--- src/rtl/rr_grant_sched4_if.sv ---
// rr_grant_sched4_if
//   Bundle between the requesters and the round-robin scheduler.
//   Parameter HOLD_MAX sizes the hold-counter debug view; it must match the
//   HOLD_MAX of the rr_grant_sched4 instance connected to this interface.
//   Signals:
//     en           scheduler enable (requester side drives)
//     req[3:0]     level requests, one per requester
//     done         owner release pulse
//     gnt[3:0]     one-hot grant, zero when no grant is active
//     gnt_idx[1:0] encoded owner index
//     gnt_valid    a grant is active
//     dbg_grant    FSM state view: 1 while in GRANT
//     dbg_hold_cnt current hold counter value
//   Valid/ready convention: there is no back-pressure on this path. A grant is
//   offered while gnt_valid is high; the owner ends it with a one-cycle done
//   pulse or by dropping its req bit, and the scheduler drops gnt_valid after
//   that edge.
//   Modports: master = requester side, slave = scheduler side.
interface rr_grant_sched4_if #(
    parameter int HOLD_MAX = 8
);
    localparam int CW = $clog2(HOLD_MAX + 1);

    logic          en;
    logic [3:0]    req;
    logic          done;
    logic [3:0]    gnt;
    logic [1:0]    gnt_idx;
    logic          gnt_valid;
    logic          dbg_grant;
    logic [CW-1:0] dbg_hold_cnt;

    modport master (
        output en, req, done,
        input  gnt, gnt_idx, gnt_valid, dbg_grant, dbg_hold_cnt
    );

    modport slave (
        input  en, req, done,
        output gnt, gnt_idx, gnt_valid, dbg_grant, dbg_hold_cnt
    );
endinterface

--- src/rtl/rr_grant_sched4.sv ---
// rr_grant_sched4
//   Round-robin scheduler sharing one 2-to-4 one-hot select path among four
//   requesters. A winner is picked in IDLE, holds the grant until released,
//   and then becomes lowest priority. A released grant always returns to IDLE
//   for at least one cycle, so gnt is zero for one cycle between owners.
//   All outputs are registered.
//   Ports:
//     clk    rising-edge clock
//     rst_n  asynchronous active-low reset
//     bus    rr_grant_sched4_if.slave (en, req, done in; gnt, gnt_idx,
//            gnt_valid, dbg_grant, dbg_hold_cnt out)
//   Parameter:
//     HOLD_MAX  maximum grant length in cycles when ARB_TIMEOUT_EN is defined
//   Configuration macro:
//     ARB_TIMEOUT_EN  when defined, a grant is released after HOLD_MAX cycles
//                     even without done; otherwise grants have no time limit.
module rr_grant_sched4 #(
    parameter int HOLD_MAX = 8
) (
    input  logic               clk,
    input  logic               rst_n,
    rr_grant_sched4_if.slave   bus
);
    localparam int CW = $clog2(HOLD_MAX + 1);

    typedef enum logic {IDLE = 1'b0, GRANT = 1'b1} state_t;

    state_t        state_q, state_d;
    logic [1:0]    gnt_idx_q, gnt_idx_d;
    logic [3:0]    gnt_q, gnt_d;
    logic          valid_q, valid_d;
    logic [1:0]    last_q, last_d;
    logic [CW-1:0] hold_q, hold_d;

    logic [1:0]    pick;
    logic [1:0]    cand;
    logic          found;
    logic          timeout;
    logic          release_c;

    // Winner search: first set request starting just after the last owner.
    // The lowest offset wins, so the last owner (offset 4) is checked last.
    always_comb begin
        pick  = 2'd0;
        cand  = 2'd0;
        found = 1'b0;
        for (int k = 1; k <= 4; k++) begin
            cand = last_q + 2'(k);
            if (!found && bus.req[cand]) begin
                pick  = cand;
                found = 1'b1;
            end
        end
    end

    always_comb begin
        timeout = 1'b0;
`ifdef ARB_TIMEOUT_EN
        // hold_q counts completed GRANT cycles, so this ends the grant after
        // exactly HOLD_MAX cycles.
        timeout = (hold_q == CW'(HOLD_MAX - 1));
`else
        timeout = 1'b0;
`endif
        release_c = bus.done || !bus.req[gnt_idx_q] || !bus.en || timeout;
    end

    always_comb begin
        state_d   = state_q;
        gnt_idx_d = gnt_idx_q;
        gnt_d     = gnt_q;
        valid_d   = valid_q;
        last_d    = last_q;
        hold_d    = hold_q;
        case (state_q)
            IDLE: begin
                if (bus.en && (|bus.req)) begin
                    state_d   = GRANT;
                    gnt_idx_d = pick;
                    gnt_d     = 4'b0001 << pick;
                    valid_d   = 1'b1;
                    hold_d    = '0;
                end
            end
            GRANT: begin
                if (release_c) begin
                    // Going back to IDLE (never straight to a new owner)
                    // is what creates the one-cycle bubble.
                    state_d = IDLE;
                    last_d  = gnt_idx_q;
                    gnt_d   = 4'b0000;
                    valid_d = 1'b0;
                end else if (hold_q != CW'(HOLD_MAX)) begin
                    hold_d = hold_q + 1'b1;
                end
            end
            default: begin
                state_d = IDLE;
                gnt_d   = 4'b0000;
                valid_d = 1'b0;
            end
        endcase
    end

    always_ff @(posedge clk or negedge rst_n) begin
        if (!rst_n) begin
            state_q   <= IDLE;
            gnt_idx_q <= 2'd0;
            gnt_q     <= 4'b0000;
            valid_q   <= 1'b0;
            last_q    <= 2'd3;
            hold_q    <= '0;
        end else begin
            state_q   <= state_d;
            gnt_idx_q <= gnt_idx_d;
            gnt_q     <= gnt_d;
            valid_q   <= valid_d;
            last_q    <= last_d;
            hold_q    <= hold_d;
        end
    end

    assign bus.gnt          = gnt_q;
    assign bus.gnt_idx      = gnt_idx_q;
    assign bus.gnt_valid    = valid_q;
    assign bus.dbg_grant    = (state_q == GRANT);
    assign bus.dbg_hold_cnt = hold_q;
endmodule

--- src/flat_wrapper.sv ---
// flat-port wrapper written by rule: the top's interface ports become plain ports
module rr_grant_sched4_flat 
#(
    parameter int HOLD_MAX = 8
)
  (clk, rst_n, bus_en, bus_req, bus_done, bus_gnt, bus_gnt_idx, bus_gnt_valid, bus_dbg_grant, bus_dbg_hold_cnt);
  rr_grant_sched4_if #(.HOLD_MAX(HOLD_MAX)) bus_i ();
  input  logic clk;
  input  logic rst_n;
  input wire logic [$bits(bus_i.en)-1:0] bus_en;
  input wire logic [$bits(bus_i.req)-1:0] bus_req;
  input wire logic [$bits(bus_i.done)-1:0] bus_done;
  output wire logic [$bits(bus_i.gnt)-1:0] bus_gnt;
  output wire logic [$bits(bus_i.gnt_idx)-1:0] bus_gnt_idx;
  output wire logic [$bits(bus_i.gnt_valid)-1:0] bus_gnt_valid;
  output wire logic [$bits(bus_i.dbg_grant)-1:0] bus_dbg_grant;
  output wire logic [$bits(bus_i.dbg_hold_cnt)-1:0] bus_dbg_hold_cnt;
  assign bus_i.en = bus_en;
  assign bus_i.req = bus_req;
  assign bus_i.done = bus_done;
  assign bus_gnt = bus_i.gnt;
  assign bus_gnt_idx = bus_i.gnt_idx;
  assign bus_gnt_valid = bus_i.gnt_valid;
  assign bus_dbg_grant = bus_i.dbg_grant;
  assign bus_dbg_hold_cnt = bus_i.dbg_hold_cnt;
  rr_grant_sched4 #(.HOLD_MAX(HOLD_MAX)) u_core (.clk(clk), .rst_n(rst_n), .bus(bus_i));
endmodule
--- config.mk ---
export PLATFORM = sky130hd
export DESIGN_NAME = rr_grant_sched4_flat
export DESIGN_NICKNAME = d
export VERILOG_FILES = /design/src/rtl/rr_grant_sched4_if.sv /design/src/rtl/rr_grant_sched4.sv /design/src/flat_wrapper.sv
export SDC_FILE = /design/constraint.sdc
export NUM_CORES = 1
export LEC_CHECK = 0
export BUFFER_PORTS_ARGS = -buffer_cell sky130_fd_sc_hd__buf_2
export CORE_MARGIN = 2
export CORE_UTILIZATION = 45
export CTS_BUF_LIST = sky130_fd_sc_hd__clkbuf_8
export DETAILED_ROUTE_END_ITERATION = 7
export MAX_ROUTING_LAYER = met4
export PLACE_DENSITY = 0.78
export SETUP_SLACK_MARGIN = 0.3
export SYNTH_ARGS = -nofsm -noshare
export SYNTH_HDL_FRONTEND = slang
export SYNTH_SLANG_ARGS = --single-unit
--- constraint.sdc ---
create_clock -name clk -period 1.5 [get_ports clk]
set_input_delay 0.225 -clock clk [delete_from_list [all_inputs] [get_ports clk]]
set_output_delay 0.225 -clock clk [all_outputs]
set_load 0.01 [all_outputs]
# ---- After elaboration in Yosys (flattened, before gate mapping)
# Cells that the tools add are included.
dict set report op_classes {
  eq_ne 5
  addsub 4
  bitwise_logic 1
  shifts 1
  reduce_logical 16
  magnitude_cmp 5
  n_mux 30
}
# operator n
set op_table {}
lappend op_table {{$mux W4} 5}
lappend op_table {{$pmux W4 S2} 2}
lappend op_table {{$lt A2 B3 Y1 const B} 5}
lappend op_table {{$mux W1} 12}
lappend op_table {{$bmux W1 S2} 5}
lappend op_table {{$mux W2} 4}
lappend op_table {{$ne A2 B2 Y1 const B} 3}
lappend op_table {{$reduce_and A2 Y1} 3}
lappend op_table {{$logic_not A1 Y1} 5}
lappend op_table {{$add A2 B2 Y2 const B} 2}
lappend op_table {{$add A4 B1 Y4 const B} 1}
lappend op_table {{$logic_and A1 B1 Y1} 4}
lappend op_table {{$ne A4 B4 Y1 const B} 1}
lappend op_table {{$pmux W1 S2} 2}
lappend op_table {{$reduce_or A4 Y1} 1}
lappend op_table {{$shl A1 B2 Y4 const A} 1}
lappend op_table {{$reduce_and A3 Y1} 1}
lappend op_table {{$add A2 B1 Y2 const B} 1}
lappend op_table {{$logic_or A1 B1 Y1} 2}
lappend op_table {{$ne A2 B1 Y1 const B} 1}
lappend op_table {{$not A1 Y1} 1}
dict set report word_totals {
  ff_bits 14
  input_bits 8
}

# ---- Logic depth before layout (Yosys ltp)
dict set report logic_depth {
  ltp_word 16
  depth_mapped 6
  ltp_nobuf 6
}

# ---- Worst setup path before layout
# OpenSTA, ideal clock, no wires.
dict set report synth_path {
  path_kind {flip-flop to flip-flop}
  start {register u_core.gnt_idx_q[0] (netlist: u_core.bus.gnt_idx[0])}
  end {register u_core.gnt_q[0] (netlist: u_core.bus.gnt[0])}
  t_arrival_ps 1565
  period_less_slack_ps 1686
  setup_ps 121
  path_stages_with_launch 5
  required_ps 1379
  setup_slack_ps -186
  cell_sequence {dfrtp_1 mux4_2 a21o_1 and2_1 a22o_1}
}
dict set report synth_between {
  elab_chain_cells 7
}
# element line_no
set synth_rtl {}
lappend synth_rtl {{start: declaration} rr_grant_sched4.sv:29} ;# logic [1:0] gnt_idx_q, gnt_idx_d;
lappend synth_rtl {{start signal: assignment} rr_grant_sched4.sv:115} ;# gnt_idx_q <= gnt_idx_d;
lappend synth_rtl {{$bmux W1 S2} rr_grant_sched4.sv:65} ;# release_c = bus.done || !bus.req[gnt_idx_q] || !bus.en || timeout;
lappend synth_rtl {{$mux W1 (not written as such)} rr_grant_sched4.sv:65}
lappend synth_rtl {{$logic_not A1 Y1} rr_grant_sched4.sv:65}
lappend synth_rtl {{$logic_or A1 B1 Y1 (2 in a row)} rr_grant_sched4.sv:65}
lappend synth_rtl {{$ne A2 B2 Y1 (no source line)} --}
lappend synth_rtl {{$reduce_and A2 Y1 (no source line)} --}
lappend synth_rtl {{end signal: assignment} rr_grant_sched4.sv:116} ;# gnt_q <= gnt_d;
lappend synth_rtl {{end: declaration} rr_grant_sched4.sv:30} ;# logic [3:0] gnt_q, gnt_d;
# Every way passes these cells. The select of a mux whose other input is x is not followed.
# A chain may end at the register's enable or synchronous reset.

# ---- Worst setup path after layout
dict set report layout_path {
  start {register u_core.gnt_idx_q[0] (netlist: u_core.bus.gnt_idx[0])}
  end {register u_core.gnt_q[1] (netlist: u_core.bus.gnt[1])}
}
# The elaborated chain is that of the path after synthesis.

==> reports/summary.txt <==
Worst Setup Slack, final = -0.125 ns
GP Congestion = 0.776
R2R Path Start = u_core.bus.gnt_idx[0]$_DFFE_PN0P_
total gr overflow = 0
Cells after DPL = 116
non-filler cells, final = 123
Core Box Area = 0.00151 mm^2
Max Root-Sink Buffers = 2
failing checks = negative setup slack
fillcell total = 106
Area Growth Syn to Fin = 51.7%
post-route clock period utilization = 108%
# diodes = 0
Syn Nets = 78
HPWL Detailed = 1.39 mm
fmax = 0.615 GHz
1st-iter DRT viols = 10
Final ANT Viol Nets = 0
maximum level of the CTS H-tree = 1
Crit Path Category = register to register
total CTS buffers = 3
FF+latch area = 353 um^2
layout cells sized above 1 = 51.4%
Worst-path clk slew = 0.06 ns
Critical Path Start = u_core.bus.gnt_idx[0]$_DFFE_PN0P_
clk_lat worst skew = 0.24 ns
Critical Path, Cell by Cell = mux4_2 -> a21o_1 -> and2_4 -> a22o_1
Die W = 44.0 um
Synth Register Bits = 14
crit path capture type = register
Slew @ Worst Pin = 0.435 ns
Via Count = 692
clk root buf = clkbuf_8
largest net degree at the start of global routing = 15
worst r2r path cells = 4
setup repair after global routing missed its margin = true
All-Layer GR Usage = 22.0%
port buffer count = 19
Worst Path Required = 1.63 ns
Data arrival, critical path = 1.75 ns
max-slew violations = 0
WP buf/inv = 0
WL/cell = 15.7 um
drc violations = 0
Die Y = 44.0 um
status = finished, violations left
worst hold path type = primary input to register
max-cap viol count = 0
Crit Path Max Fanout = 4
Avg Vias per Cell = 5.63
register area share after synthesis = 49.1%
mapped cell area = 718 um^2
EDFF count, synth = 0
ys flop type = dfrtp_1
DR pass1 iterations = 4
P per Cell Area = 1440 mW/mm^2
Slew Limit Headroom = 70.7%
Crit-path slowest cell = mux4_2
library cells used by synthesis = 31
clock sinks = 14
CTS tree = built
Finished Core Util = 72.3%
syn avg cell area = 10.6 um^2
Routed WL = 1.93 mm
Final TNS setup = -0.680 ns
FF-to-FF End = u_core.bus.gnt[1]$_DFFE_PN0P_
end of the critical path = u_core.bus.gnt[1]$_DFFE_PN0P_
number of global-route vias before repair = 644
commonest non-fill, non-tap cell in the layout = buf_2
Clock Skew = 0.00264 ns
cell leakage power = 0.536 nW
Mapped Cells = 68
worst IR drop on VDD = 969 uV
Final setup violation count = 9
warnings from Yosys = 0
Top delay family on crit path = multiplexers
row cnt = 14
Final Hold Fails = 0
IO Count = 20
DIE AREA = 0.00193 mm^2
area of the multi-input gates = 422 um^2
Initial Utilization = 47.7%
first-pass GRT wire length = 2.97 mm
initial antenna violation count = 0
Final nets = 118
Startpoint Class = register
biggest cell delay along the critical path = 0.55 ns
fin crit period = 1.63 ns
R2R setup slack = -0.13 ns
CP Depth = 4
share of flip-flops with an asynchronous set or reset = 100%
most frequent cells in the layout = 19 x buf_2, 13 x buf_4, 12 x dfrtp_1
registers in the layout, summed over array words and instances (netlist names):
signal	flops
u_core.bus.dbg_hold_cnt	4
u_core.last_q	2
u_core.bus.gnt	4
u_core.bus.dbg_grant	1
u_core.bus.gnt_idx	2
u_core.bus.gnt_valid	1
stage by stage:
| stage | worst slack [ns] | hold slack (ns) | cell area (um^2) | total power [W] |
|---|---|---|---|---|
| floorplan | -0.160 | -0.0706 | 731 | 0.000859 |
| finish | -0.125 | 0.365 | 1090 | 0.00156 |
| detailed placement | -0.122 | 0.134 | 943 | 0.00110 |
| CTS | -0.122 | 0.363 | 1050 | 0.00152 |
| global route | -0.177 | 0.387 | 1090 | 0.00165 |
| global placement | -0.0701 | 0.127 | 943 | 0.00107 |
routing by layer:
| layer | global-route usage (%) | vias up | part of all wire, % |
|---|---|---|---|
| met2 | 32.9 | 17 | 49 |
| met5 | - | - | 0 |
| li1 | - | 329 | - |
| met3 | 5.00 | 4 | 4.2 |
| met1 | 28.8 | 342 | 45 |
| met4 | 9.09 | 0 | 1.8 |
area by class of cell:
type	instances	area share, %
Multi-Input combinational cell	50	38.7
Sequential cell	14	32.4
Timing Repair Buffer	35	20.7
Clock buffer	4	5.05
Tap cell	16	1.84
Inverter	4	1.38
how the worst min path moves through the flow:
stage | from | endpoint | slack [ns] | cells after the start
final | bus_en | u_core.bus.gnt_idx[0]$_DFFE_PN0P_ | 0.37 | 3
after floorplan | rst_n | u_core.bus.dbg_grant$_DFF_PN0_ | -0.07 | 0
after CTS | bus_done | u_core.bus.dbg_hold_cnt[2]$_DFFE_PN0P_ | 0.36 | 4
after detailed placement | rst_n | u_core.bus.gnt[0]$_DFFE_PN0P_ | 0.13 | 1
after global placement | rst_n | u_core.bus.gnt[2]$_DFFE_PN0P_ | 0.13 | 1
after global routing | bus_en | u_core.bus.gnt_idx[0]$_DFFE_PN0P_ | 0.39 | 3
synthesized netlist by cell type (2+ instances only):
master | instances | area share (%)
nand2b_1 | 2 | 1.7
nor3_1 | 2 | 1.4
inv_1 | 4 | 2.1
ha_1 | 2 | 3.5
o2bb2ai_1 | 2 | 2.4
nand3_1 | 5 | 3.5
o21ai_0 | 2 | 1.4
a21oi_1 | 3 | 2.1
dfrtp_1 | 12 | 42
a22o_1 | 2 | 2.4
dfstp_2 | 2 | 7.3
mux2_2 | 2 | 3.1
nand2_1 | 9 | 4.7
o211ai_1 | 2 | 2.1
worst reg2reg max path, delay by kind of cell, from the launching register on:
| kind | cells | cell delay, ns |
|---|---|---|
| mux | 1 | 0.55 |
| compound gates | 2 | 0.41 |
| flops | 1 | 0.38 |
| simple gates | 1 | 0.18 |
report_power, final:
part           total, W  internal (W)  switching, W  leakage [nW]
logic          0.000609      0.000319      0.000290         0.329
clock network  0.000361      0.000232      0.000129        0.0288
registers      0.000595      0.000498     0.0000975         0.178
total           0.00156       0.00105      0.000516         0.536
kinds of logic (layout without fill, tap and decap cells):
kind of cell,Yosys count,count (layout),share of synthesized area [%]
flops,14,14,49.1
simple gates,27,27,20.6
compound gates,17,17,17.1
fa+ha+maj,2,2,3.48
buf+inv,4,43,2.09
mux,4,4,7.67
timing repair:
item / CTS / global route
hold buffers: 1 / 0
hold endpoints to repair: 12 / 0
gates cloned: 0 / 0
gates resized for setup: 8 / 7
endpoints found under the setup margin: 14 / 14
pin swaps: 7 / 1
setup buffers: 1 / 1
No activity file was read; power rests on OpenSTA's default activity.
